`src/rtl/apb_master.sv`:
```
// Single-outstanding APB master: takes one command, runs one SETUP/ACCESS transfer
// (or rejects a misaligned address locally), and holds the response until it is consumed.
module apb_master #(
  parameter int unsigned TIMEOUT_CYCLES = 16  // legal range 1..255
) (
  input  logic        pclk,
  input  logic        preset,
  input  logic        cmd_valid,
  output logic        cmd_ready,
  input  logic        cmd_write,
  input  logic [31:0] cmd_addr,
  input  logic [31:0] cmd_wdata,
  output logic        rsp_valid,
  input  logic        rsp_ready,
  output logic [31:0] rsp_rdata,
  output logic        rsp_err,
  output logic        rsp_timeout,
  output logic        psel,
  output logic        penable,
  output logic        pwrite,
  output logic [31:0] paddr,
  output logic [31:0] pwdata,
  input  logic [31:0] prdata,
  input  logic        pready,
  input  logic        pslverr,
  output logic        busy
);

  typedef enum logic [1:0] {IDLE, SETUP, ACCESS, RESP} state_t;

  localparam logic [7:0] LAST_WAIT = 8'(TIMEOUT_CYCLES - 1);

  state_t     state;
  logic [7:0] wait_cnt;

  // The APB bus registers double as the latched command for the whole transfer.
  always_ff @(posedge pclk or negedge preset) begin
    if (!preset) begin
      state       <= IDLE;
      cmd_ready   <= 1'b0;
      busy        <= 1'b0;
      psel        <= 1'b0;
      penable     <= 1'b0;
      pwrite      <= 1'b0;
      paddr       <= '0;
      pwdata      <= '0;
      rsp_valid   <= 1'b0;
      rsp_rdata   <= '0;
      rsp_err     <= 1'b0;
      rsp_timeout <= 1'b0;
      wait_cnt    <= '0;
    end else begin
      unique case (state)
        IDLE: begin
          // NOTE: non-blocking assignments; a later assignment to the same register
          // in this block overrides the default given first.
          cmd_ready <= 1'b1;
          if (cmd_valid && cmd_ready) begin
            cmd_ready <= 1'b0;
            busy      <= 1'b1;
            if (cmd_addr[1:0] != 2'b00) begin
              state       <= RESP;
              rsp_valid   <= 1'b1;
              rsp_err     <= 1'b1;
              rsp_timeout <= 1'b0;
              rsp_rdata   <= '0;
            end else begin
              state    <= SETUP;
              psel     <= 1'b1;
              paddr    <= cmd_addr;
              pwrite   <= cmd_write;
              pwdata   <= cmd_write ? cmd_wdata : 32'h0;
              wait_cnt <= '0;
            end
          end
        end

        SETUP: begin
          state   <= ACCESS;
          penable <= 1'b1;
        end

        ACCESS: begin
          if (!pready) wait_cnt <= wait_cnt + 8'd1;
          // A ready slave wins over a timeout falling on the same cycle.
          if (pready || wait_cnt == LAST_WAIT) begin
            state     <= RESP;
            psel      <= 1'b0;
            penable   <= 1'b0;
            pwrite    <= 1'b0;
            paddr     <= '0;
            pwdata    <= '0;
            rsp_valid <= 1'b1;
            if (pready) begin
              rsp_err     <= pslverr;
              rsp_timeout <= 1'b0;
              rsp_rdata   <= (!pwrite && !pslverr) ? prdata : 32'h0;
            end else begin
              rsp_err     <= 1'b1;
              rsp_timeout <= 1'b1;
              rsp_rdata   <= '0;
            end
          end
        end

        RESP: begin
          if (rsp_ready) begin
            state       <= IDLE;
            cmd_ready   <= 1'b1;
            busy        <= 1'b0;
            rsp_valid   <= 1'b0;
            rsp_err     <= 1'b0;
            rsp_timeout <= 1'b0;
            rsp_rdata   <= '0;
          end
        end

        default: state <= IDLE;
      endcase
    end
  end

endmodule
```
`config.mk`:
```
export PLATFORM = sky130hd
export DESIGN_NAME = apb_master
export DESIGN_NICKNAME = d
export VERILOG_FILES = /design/src/rtl/apb_master.sv
export SDC_FILE = /design/constraint.sdc
export NUM_CORES = 1
export LEC_CHECK = 0
export ABC_AREA = 1
export BUFFER_PORTS_ARGS = -buffer_cell sky130_fd_sc_hd__buf_2
export CAP_MARGIN = 25
export CORE_UTILIZATION = 52
export CTS_CLUSTER_DIAMETER = 80
export DETAILED_ROUTE_END_ITERATION = 8
export HOLD_SLACK_MARGIN = 0.12
export PLACE_DENSITY = 0.88
export SKIP_CTS_REPAIR_TIMING = 1
export SLEW_MARGIN = 20
export SYNTH_ARGS = -nofsm -noshare
export SYNTH_HDL_FRONTEND = slang
export SYNTH_SLANG_ARGS = --single-unit
```
`constraint.sdc`:
```
create_clock -name pclk -period 2.6 [get_ports pclk]
set_input_delay 0 -clock pclk [delete_from_list [all_inputs] [get_ports pclk]]
set_output_delay 0 -clock pclk [all_outputs]
set_load 0.02 [all_outputs]
```
==> metrics.cfg <==
[outcome]
outcome=finished clean

[power]
ir_worst_vdd_v=0.000666
power.leakage_uw=0.00451
p_per_area_nw_per_um2=1180

[yosys]
synth_warnings=0
syn_inst=615
synth_edf_count=0
ys_seq_area_share_pct=55.4
postSynthAreaPerCell_um2=8.37
synth_common_cells=nand2_1 (252), dfrtp_1 (114), inv_1 (51)
synth_seq_cells=114
syn_area_um2=5140
synth.net_count=723
ys.flop_type=dfrtp_1
synth.most_common_cell=nand2_1
synthTopCellsByArea=dfrtp_1 (55%), nand2_1 (18%), nand4_1 (4.7%)
synth-async-reset-ratio_pct=100
synthDistinctLibCells=27
yosys.area.top_type=dfrtp_1
synth_top_area_share_pct=55.4

[layout]
drive_above_1_share_pct=28.0
fin_util_pct=82.3
fin_cells=1060
syn_to_final_growth_pct=50.7
final_net_count=1025
fill_cells=501

[placement]
hpwl_mm=9.57
dp_cells=924
port_buffers=206
place.gp.congestion=0.905

[global_route]
grt_max_degree=64
grt_pass1_wl_mm=22.1
grt_overflow_total=0
track_usage_pct=27.9
grt_pass1_vias=4659
antenna_found_initial=1

[detailed_routing]
first_iter_violations=335
avgViaCountPerCell=5.42
drc=0
via_count=5748
totalWireLength_mm=19.2
wl_per_cell_um=18.1
detail-route-antenna-nets=0
dr.pass1.iters=5

[timing]
slew_headroom_pct=43.0
fmax_mhz=399
drv_slew=0
post-route-period-util_pct=96.3
min_period_ns=2.50
hold_viol_final=0
hold_slack_ns=0.0983
tns_ns=0
finClkSkew_ns=0.0104
setup_violations=0
worst_slew_pin_slew_ns=0.853

[run]
drv_cap=0

[setup_path]
path_max_fanout=9
arrival_ns=2.88
endpoint_kind=flip-flop
worstSetupPathType=reg2reg
start_kind=flip-flop
required_ns=2.98

[cts]
numCtsBuffers=17
clock_latency_ns=0.50
cts-root-buf=clkbuf_8
clock_path_buffers=2
cts_tree=yes
cts.sink_count=114
htreeDepth=4
clk_pin_slew_worst_paths_ns=0.06

[floorplan]
die_area_um2=10300
io_pins=207
die_h_um=101
core_area_um2=9420
start_util_pct=54.6
die_w_um=101
rows=35

[hold_path]
hold_path.class=in2reg

## per-layer routing
metal	GRT usage, %	vias up	part of all wire [%]
met5	0	-	0
met4	12.0	0	6.3
met3	8.21	111	9.6
met2	47.1	426	48
met1	33.3	2673	36
li1	-	2538	-
## cells in the final DEF, fill, tap and decap left out, types with 3 or more instances in the layout
cell type,instances
clkbuf_8,6
nor2_4,5
buf_2,205
o21ai_0,13
inv_1,51
nand4_1,39
dlygate4sd3_1,103
a21oi_1,3
buf_4,8
nand3_2,3
nor2_1,44
nand3_1,36
dfrtp_1,114
clkinv_2,3
inv_2,4
clkbuf_16,16
ha_1,5
clkinvlp_4,4
nand2_1,252
## power breakdown
part	switching, µW	internal, µW	total, µW
combinational	3000	1190	4200
sequential	415	2420	2830
clock	807	1290	2090
total	4220	4900	9120
## layout make-up
cell class / instances / area [µm²] / share of cell area (%)
Clock buffer: 23 / 487 / 6.28
Inverter: 58 / 220 / 2.84
Timing Repair Buffer: 316 / 2120 / 27.3
Antenna cell: 2 / 5.00 / 0.0646
Sequential cell: 114 / 2850 / 36.8
Tap cell: 129 / 161 / 2.08
Clock inverter: 8 / 53.8 / 0.694
Multi-Input combinational cell: 410 / 1850 / 23.9
## worst max-delay path, cell delays in order, from the launching register on
cell and delay [ns]:
dfrtp_1 0.40, inv_1 0.11, ha_1 0.40, o21ai_4 0.14, dlygate4sd3_1 0.60, nand3_1 0.08
dlygate4sd3_1 0.57, nand2_1 0.07
## metrics by stage
step	setup slack (ns)	instance area, µm²	power (µW)
final	0.0952	7750	9120
after global placement	0.514	6170	6390
after floorplan	1.03	5140	5540
after detailed placement	0.434	6170	6560
after CTS	0.413	6720	8660
after global routing	-0.0316	7750	9570
## state kept, by name, summed over array words and instances, names as in the netlist
name,cells
rsp_rdata,32
rsp_timeout,1
pwdata,32
paddr,32
pwrite,1
psel,1
wait_cnt,8
state,2
busy,1
penable,1
rsp_err,1
rsp_valid,1
cmd_ready,1
## worst paths after layout
| check | startpoint | slack (ns) | end | cells after the start |
|---|---|---|---|---|
| setup / recovery | state[0] | 0.1 | wait_cnt[1] | 7 |
| hold / removal | pready | 0.1 | rsp_timeout | 6 |
| setup reg to reg | state[0] | 0.1 | wait_cnt[1] | 7 |
| hold reg to reg | pwdata[15] | 0.47 | pwdata[15] | 2 |
| max in group asynchronous | preset | 1.55 | pwdata[31] | 3 |
| min in group asynchronous | preset | 0.11 | rsp_rdata[19] | 2 |
## cells by family (layout without fill, tap and decap cells)
| kind of cell | count (synthesis) | in the layout | synth area share, % |
|---|---|---|---|
| buffers and inverters | 91 | 405 | 8.51 |
| adders and majority gates | 5 | 5 | 1.22 |
| and+or+nand+nor | 383 | 383 | 32.3 |
| other | 0 | 2 | 0 |
| AOI/OAI and AO/OA | 22 | 22 | 2.55 |
| DFF | 114 | 114 | 55.4 |
(Power assumes the default switching activity.)
